[config.mk]
export PLATFORM = sky130hd
export DESIGN_NAME = mdu_sequencer
export DESIGN_NICKNAME = d
export VERILOG_FILES = /design/src/rtl/mdu_pkg.sv /design/src/rtl/mdu_div_step.sv /design/src/rtl/mdu_sequencer.sv
export SDC_FILE = /design/constraint.sdc
export NUM_CORES = 2
export LEC_CHECK = 0
export CORE_MARGIN = 1.5
export CORE_UTILIZATION = 35
export CTS_CLUSTER_DIAMETER = 30
export CTS_CLUSTER_SIZE = 16
export DETAILED_ROUTE_END_ITERATION = 7
export DONT_BUFFER_PORTS = 1
export GPL_TIMING_DRIVEN = 0
export PLACE_DENSITY = 0.45
export SLEW_MARGIN = 30
export SYNTH_ARGS = -nofsm -noshare
export SYNTH_HDL_FRONTEND = slang
export SYNTH_HIERARCHICAL = 1
export SYNTH_SLANG_ARGS = --single-unit
[constraint.sdc]
create_clock -name clk -period 9.7 [get_ports clk]
set_clock_uncertainty 0.1 [all_clocks]
set_input_delay 1.455 -clock clk [delete_from_list [all_inputs] [get_ports clk]]
set_output_delay 1.455 -clock clk [all_outputs]
set_load 0.05 [all_outputs]
[src/rtl/mdu_pkg.sv]
// -----------------------------------------------------------------------------
// mdu_pkg
// Shared definitions for the multiply/divide sequencer:
//   - MDU_WIDTH   : default operand / HI / LO width
//   - MDU_MULT, MDU_MULTU, MDU_DIV, MDU_DIVU : op_i encodings
//   - mdu_state_e : sequencer FSM states
// -----------------------------------------------------------------------------
package mdu_pkg;

  localparam int MDU_WIDTH = 32;

  localparam logic [1:0] MDU_MULT  = 2'b00;
  localparam logic [1:0] MDU_MULTU = 2'b01;
  localparam logic [1:0] MDU_DIV   = 2'b10;
  localparam logic [1:0] MDU_DIVU  = 2'b11;

  typedef enum logic [1:0] {
    ST_IDLE = 2'd0,
    ST_MUL  = 2'd1,
    ST_DIV  = 2'd2,
    ST_DONE = 2'd3
  } mdu_state_e;

endpackage

[src/rtl/mdu_div_step.sv]
// -----------------------------------------------------------------------------
// mdu_div_step
// One combinational iteration of unsigned restoring division.
// Ports:
//   i_rem [WIDTH] : current partial remainder (always < i_dvs)
//   i_bit         : next dividend bit shifted into the remainder
//   i_dvs [WIDTH] : divisor magnitude (non-zero)
//   o_rem [WIDTH] : next partial remainder
//   o_q           : quotient bit produced by this iteration
// -----------------------------------------------------------------------------
module mdu_div_step
  import mdu_pkg::*;
#(
  parameter int WIDTH = MDU_WIDTH
) (
  input  logic [WIDTH-1:0] i_rem,
  input  logic             i_bit,
  input  logic [WIDTH-1:0] i_dvs,
  output logic [WIDTH-1:0] o_rem,
  output logic             o_q
);

  logic [WIDTH:0] w_shift;
  logic [WIDTH:0] w_diff;

  assign w_shift = {i_rem, i_bit};
  assign w_diff  = w_shift - {1'b0, i_dvs};

  // Because i_rem < i_dvs, a successful subtraction always leaves a value
  // below 2^WIDTH, so the top bit of the difference is a pure borrow flag.
  assign o_q   = ~w_diff[WIDTH];
  assign o_rem = o_q ? w_diff[WIDTH-1:0] : w_shift[WIDTH-1:0];

endmodule

[src/rtl/mdu_sequencer.sv]
// -----------------------------------------------------------------------------
// mdu_sequencer
// Multi-cycle MULT/MULTU/DIV/DIVU sequencer for the execute stage. Raises a
// stall while an operation runs and produces a one-cycle HILO write on
// completion. A flush (cancel_i) aborts a running operation without writing.
//
// Configuration macro: MDU_DIV_EN
//   defined   : restoring divider, DIV state and divide-by-zero flag built in
//   undefined : DIV/DIVU requests are ignored, dz_o tied low
//
// Ports:
//   clk        : clock, rising edge
//   rst        : asynchronous, active-low reset
//   start_i    : E-stage request (held by the pipeline while stalled)
//   op_i       : 00 MULT, 01 MULTU, 10 DIV, 11 DIVU
//   a_i, b_i   : rs / rt operands
//   cancel_i   : flush of the E-stage instruction
//   stall_o    : stall request to the hazard unit
//   done_o     : result valid this cycle
//   hilo_we_o  : {hi_we, lo_we}
//   hi_o, lo_o : product high/low or remainder/quotient (registered)
//   dz_o       : divide-by-zero flag, valid with done_o
// -----------------------------------------------------------------------------
module mdu_sequencer
  import mdu_pkg::*;
#(
  parameter int WIDTH   = MDU_WIDTH,
  parameter int MUL_LAT = 2
) (
  input  logic             clk,
  input  logic             rst,
  input  logic             start_i,
  input  logic [1:0]       op_i,
  input  logic [WIDTH-1:0] a_i,
  input  logic [WIDTH-1:0] b_i,
  input  logic             cancel_i,
  output logic             stall_o,
  output logic             done_o,
  output logic [1:0]       hilo_we_o,
  output logic [WIDTH-1:0] hi_o,
  output logic [WIDTH-1:0] lo_o,
  output logic             dz_o
);

  localparam int CNT_MAX = (WIDTH > MUL_LAT) ? WIDTH : MUL_LAT;
  localparam int CNT_W   = $clog2(CNT_MAX + 1);
  localparam logic [CNT_W-1:0] MUL_LAST = CNT_W'(MUL_LAT - 1);

  mdu_state_e         r_state;
  mdu_state_e         w_next;
  logic [CNT_W-1:0]   r_cnt;
  logic [WIDTH-1:0]   r_hi;
  logic [WIDTH-1:0]   r_lo;
  logic [WIDTH-1:0]   r_a;
  logic [WIDTH-1:0]   r_b;
  logic               r_signed;
  logic               w_accept;
  logic               w_last_mul;
  logic [2*WIDTH-1:0] w_ea;
  logic [2*WIDTH-1:0] w_eb;
  logic [2*WIDTH-1:0] w_prod;

`ifdef MDU_DIV_EN
  localparam logic [CNT_W-1:0] DIV_LAST = CNT_W'(WIDTH - 1);

  logic             r_dz;
  logic [WIDTH-1:0] r_rem;
  logic [WIDTH-1:0] r_dvd;
  logic [WIDTH-1:0] r_dvs;
  logic             r_sa;
  logic             r_neg_q;
  logic             w_b_zero;
  logic             w_last_div;
  logic             w_sa;
  logic             w_sb;
  logic [WIDTH-1:0] w_a_mag;
  logic [WIDTH-1:0] w_b_mag;
  logic [WIDTH-1:0] w_step_rem;
  logic             w_step_q;
  logic [WIDTH-1:0] w_quo_raw;
  logic [WIDTH-1:0] w_quo_fix;
  logic [WIDTH-1:0] w_rem_fix;

  assign w_accept   = start_i & ~cancel_i;
  assign w_b_zero   = (b_i == '0);
  assign w_last_div = (r_cnt == DIV_LAST);

  // Signs only matter for DIV; DIVU divides the raw values.
  assign w_sa    = ~op_i[0] & a_i[WIDTH-1];
  assign w_sb    = ~op_i[0] & b_i[WIDTH-1];
  assign w_a_mag = w_sa ? (~a_i + 1'b1) : a_i;
  assign w_b_mag = w_sb ? (~b_i + 1'b1) : b_i;

  mdu_div_step #(.WIDTH(WIDTH)) u_div_step (
    .i_rem (r_rem),
    .i_bit (r_dvd[WIDTH-1]),
    .i_dvs (r_dvs),
    .o_rem (w_step_rem),
    .o_q   (w_step_q)
  );

  // The dividend register doubles as the quotient: each iteration shifts a
  // dividend bit out of the top and a quotient bit into the bottom.
  assign w_quo_raw = {r_dvd[WIDTH-2:0], w_step_q};
  assign w_quo_fix = r_neg_q ? (~w_quo_raw + 1'b1) : w_quo_raw;
  assign w_rem_fix = r_sa ? (~w_step_rem + 1'b1) : w_step_rem;

  always_ff @(posedge clk) begin
    if (r_state == ST_IDLE && w_accept) begin
      r_rem   <= '0;
      r_dvd   <= w_a_mag;
      r_dvs   <= w_b_mag;
      r_sa    <= w_sa;
      r_neg_q <= w_sa ^ w_sb;
    end else if (r_state == ST_DIV) begin
      r_rem <= w_step_rem;
      r_dvd <= w_quo_raw;
    end
  end

  assign dz_o = r_dz;
`else
  assign w_accept = start_i & ~cancel_i & ~op_i[1];
  assign dz_o     = 1'b0;
`endif

  assign w_last_mul = (r_cnt == MUL_LAST);

  // Sign- or zero-extend to 2*WIDTH; the truncated 2*WIDTH product is then
  // correct for both MULT and MULTU.
  assign w_ea   = {{WIDTH{r_signed & r_a[WIDTH-1]}}, r_a};
  assign w_eb   = {{WIDTH{r_signed & r_b[WIDTH-1]}}, r_b};
  assign w_prod = w_ea * w_eb;

  always_ff @(posedge clk) begin
    if (r_state == ST_IDLE && w_accept) begin
      r_a      <= a_i;
      r_b      <= b_i;
      r_signed <= ~op_i[0];
    end
  end

  always_ff @(posedge clk or negedge rst) begin
    if (!rst) begin
      r_state <= ST_IDLE;
    end else begin
      r_state <= w_next;
    end
  end

  // stall_o only looks at cancel_i in IDLE so it stays loop-free against the
  // hazard unit's flush logic once an operation is in flight.
  always_comb begin
    w_next    = r_state;
    stall_o   = 1'b0;
    done_o    = 1'b0;
    hilo_we_o = 2'b00;
    case (r_state)
      ST_IDLE: begin
        if (w_accept) begin
          stall_o = 1'b1;
          if (!op_i[1]) begin
            w_next = ST_MUL;
          end
`ifdef MDU_DIV_EN
          else if (w_b_zero) begin
            w_next = ST_DONE;
          end else begin
            w_next = ST_DIV;
          end
`endif
        end
      end
      ST_MUL: begin
        stall_o = 1'b1;
        if (cancel_i) begin
          w_next = ST_IDLE;
        end else if (w_last_mul) begin
          w_next = ST_DONE;
        end
      end
      ST_DIV: begin
        stall_o = 1'b1;
`ifdef MDU_DIV_EN
        if (cancel_i) begin
          w_next = ST_IDLE;
        end else if (w_last_div) begin
          w_next = ST_DONE;
        end
`else
        w_next = ST_IDLE;
`endif
      end
      ST_DONE: begin
        // start_i here is the finishing instruction still sitting in E.
        done_o    = ~cancel_i;
        hilo_we_o = {2{~cancel_i}};
        w_next    = ST_IDLE;
      end
      default: begin
        w_next = ST_IDLE;
      end
    endcase
  end

  // Counter and result registers; results are loaded on the transition into
  // DONE so they are stable for the whole DONE cycle and held afterwards.
  always_ff @(posedge clk or negedge rst) begin
    if (!rst) begin
      r_cnt <= '0;
      r_hi  <= '0;
      r_lo  <= '0;
`ifdef MDU_DIV_EN
      r_dz  <= 1'b0;
`endif
    end else begin
      case (r_state)
        ST_IDLE: begin
          r_cnt <= '0;
`ifdef MDU_DIV_EN
          if (w_accept && op_i[1] && w_b_zero) begin
            r_hi <= a_i;
            r_lo <= '1;
            r_dz <= 1'b1;
          end
`endif
        end
        ST_MUL: begin
          r_cnt <= r_cnt + 1'b1;
          if (w_last_mul && !cancel_i) begin
            r_hi <= w_prod[2*WIDTH-1:WIDTH];
            r_lo <= w_prod[WIDTH-1:0];
`ifdef MDU_DIV_EN
            r_dz <= 1'b0;
`endif
          end
        end
`ifdef MDU_DIV_EN
        ST_DIV: begin
          r_cnt <= r_cnt + 1'b1;
          if (w_last_div && !cancel_i) begin
            r_hi <= w_rem_fix;
            r_lo <= w_quo_fix;
            r_dz <= 1'b0;
          end
        end
`endif
        default: begin
          r_cnt <= '0;
        end
      endcase
    end
  end

  assign hi_o = r_hi;
  assign lo_o = r_lo;

endmodule

==> impl_metrics.env <==
export IMPL_status="finished clean"
export IMPL_critPathKind="reg -> reg"
export IMPL_area_growth_syn_to_layout_pct=7.039
export IMPL_drv_slew=0
export IMPL_final_nets=5957
export IMPL_drtIter0Drc=2105
export IMPL_clk_pin_slew_ns=0.06
export IMPL_syn_area_um2=42730
export IMPL_grt_start_max_net_pins=73
export IMPL_ios=139
export IMPL_clock_sinks=137
export IMPL_yosys_register_bits=137
export IMPL_cts_tree="done"
export IMPL_nFillCells=12670
export IMPL_grt_usage_pct=27.63
export IMPL_syn_inst=4512
export IMPL_antenna_found_initial=23
export IMPL_dpl_hpwl_um=142500
export IMPL_rsz0062_at_grt="yes"
export IMPL_post_place_cells=6139
export IMPL_h_tree_depth=4
export IMPL_syn_avg_cell_area_um2=9.471
export IMPL_holdCritPathClass="reg -> reg"
export IMPL_worstPathRequired_ns=9.99
export IMPL_critPathArrivalTime_ns=9.80
export IMPL_final_hold_viol_count=0
export IMPL_hold_buffers=0
export IMPL_rows=128
export IMPL_cp_startpoint="r_a[22]"
export IMPL_initial_core_util_pct=35.20
export IMPL_dr_total_vias=30670
export IMPL_cts_made_buffers=17
export IMPL_die_y_um=352.4
export IMPL_first_pass_iters=8
export IMPL_crit_fanout=10
export IMPL_maxCapViolations=0
export IMPL_layout_drive_gt1_share_pct=4.542
export IMPL_synth_edf_count=65
export IMPL_routed_wirelength_um=166600
export IMPL_clkLatencyLatePin_ns=0.54
export IMPL_fin_cells=6191
export IMPL_syn_num_nets=5925
export IMPL_synth_cell_types=71
export IMPL_first_global_vias=33200
export IMPL_core_um2=121400
export IMPL_tightest_slew_ns=1.123
export IMPL_relSlewSlack_pct=25.12
export IMPL_ys_seq_area_share_pct=8.784
export IMPL_overflow=0
export IMPL_dieArea_um2=124200
export IMPL_r2r_start="r_a[22]"
export IMPL_fmax_ghz=0.1051
export IMPL_die_width_um=352.4
export IMPL_drc=0
export IMPL_via_per_inst=4.953
export IMPL_wl_per_cell_um=26.90
export IMPL_port_buffers=0
export IMPL_ctsRootBufferMaster="clkbuf_16"
export IMPL_worstSetupStartpointType="flip-flop"
export IMPL_setup_viol=0
export IMPL_yosys_most_used_dff="dfrtp_1"
export IMPL_gp_congestion=1.009
export IMPL_worstHoldStart="r_cnt[0]"
export IMPL_final_antenna_net_count=0
export IMPL_yosysWarnings=6
export IMPL_end_kind="flip-flop"
export IMPL_cts_buffer_depth=2
export IMPL_grt_pass1_wl_um=240500
export IMPL_async_flop_share_pct=52.55
export IMPL_min_period_ns=9.515
export IMPL_finalCritPeriodShare_pct=98.10
layer usage:
metal  share of wire, %  track usage, %  vias to the layer above  wire length, um
li1                   -               -                    13000                -
met1                 41           35.71                    16500            67660
met2                 48           45.61                      941            80620
met3                5.8           4.285                      220             9596
met4                5.2           12.71                        8             8648
met5              0.020               0                        -               34
stage by stage:
stage                     setup TNS, ns  util, %  setup WS (ns)  hold WS (ns)  cell area, um^2
after floorplan                       0        -          1.794        0.3571            42730
after global placement           -8.730    36.88        -0.9672        0.3868            44770
after detailed placement         -8.784    36.95        -0.9431        0.3940            44860
after CTS                             0    37.48       0.002140        0.4018            45500
after global routing          -0.007342    37.66      -0.007342        0.4392            45720
final                                 0    37.68         0.1846        0.4091            45740
synthesized netlist by cell type, types with 10 or more instances:
cell type	instances	area [um^2]
dfrtp_1	72	1802
edfxtp_1	65	1952
ha_1	218	2728
and3_1	22	137.6
a21o_1	24	180.2
inv_1	1138	4272
o21ai_1	15	75.07
clkbuf_1	218	818.3
fa_1	1125	22520
nand3_1	15	75.07
and2_1	378	2365
xor2_1	28	245.2
a21oi_1	68	340.3
xnor2_1	55	481.7
nand4_1	13	81.33
nand2_1	789	2962
nor2_1	48	180.2
o21bai_1	13	97.59
o21ai_0	76	380.4
or2_2	15	93.84
nor2b_1	10	62.56
logic make-up (layout without fill, tap and decap cells):
| family | Yosys count | count (layout) | synth area share, % |
|---|---|---|---|
| buffers and inverters | 1373 | 1418 | 12.18 |
| adders and majority gates | 1343 | 1343 | 59.09 |
| and+or+nand+nor | 1324 | 1324 | 14.51 |
| AOI/OAI and AO/OA | 251 | 251 | 3.736 |
| DFF | 137 | 137 | 8.784 |
| xor gates and xnor gates | 83 | 83 | 1.701 |
| other | 1 | 10 | 0.008775 |
worst paths after layout:
| path | to | slack [ns] | depth (start not counted) |
|---|---|---|---|
| min in group asynchronous | lo_o[16] | 0.50 | 0 |
| max in group asynchronous | hi_o[26] | 8.77 | 0 |
| min | r_cnt[0] | 0.41 | 1 |
| max reg2reg | hi_o[29] | 0.18 | 26 |
| min reg2reg | r_cnt[0] | 0.41 | 1 |
| max | hi_o[29] | 0.18 | 26 |
worst max-delay path: stages, from the launching register on:
cell	delay [ns]
edfxtp_1	0.65
clkbuf_1	0.72
nand2_1	0.19
fa_1	0.54
fa_1	0.49
inv_1	0.05
fa_1	0.57
inv_1	0.09
fa_1	0.53
inv_1	0.05
fa_1	0.48
fa_1	0.55
fa_1	0.50
inv_1	0.05
fa_1	0.66
inv_1	0.09
ha_1	0.41
nand3_1	0.25
or3_1	0.55
o221ai_1	0.45
nand2_1	0.16
nand3_2	0.23
a31oi_4	0.18
o211ai_2	0.23
nand3_1	0.12
xor2_1	0.30
o21ai_0	0.14
final cells by class:
class                      instances  area, um^2  area share [%]
clock buffer                      18       450.4          0.9847
tap                             1625        2033           4.445
multi-input combinational       3002       33810           73.91
sequential                       137        3754           8.206
clock inverter                    14       158.9          0.3474
buffer                           232        1042           2.279
timing repair buffer              16       190.2          0.4158
antenna                            9       22.52         0.04924
inverter                        1138        4283           9.363
registers in the layout, indices dropped and copies added, names as in the netlist:
register  cells
r_signed      1
lo_o         32
r_b          32
hi_o         32
r_cnt         6
r_state       2
r_a          32
layout by cell type, fill, tap and decap left out, types with 5 or more instances in the layout:
master     count
nand4_1       13
nand2_1      789
o21ai_1       15
buf_2         10
clkinv_4       5
and3_1        21
dfrtp_1       72
nand2b_1       8
and2_1       377
o21a_1         6
clkbuf_1     122
inv_1       1135
a31oi_1        6
clkbuf_16     18
o21bai_1      13
nor2_1        48
clkbuf_2      93
buf_4         14
a21oi_1       66
xnor2_1       55
diode_2        9
ha_1         218
or2_2         15
xor2_1        28
nor2b_1        9
fa_1        1124
nand3_1       15
edfxtp_1      65
a21o_1        24
o21ai_0       76
repair_timing:
| item | CTS | global route |
|---|---|---|
| resized for setup | 18 | 89 |
| setup buffers | 2 | 12 |
| pin swaps | 0 | 0 |
| setup endpoints to repair | 15 | 8 |
Power is not shown: default switching activity piles up to over one toggle a cycle in this logic, so the estimate is an artifact.
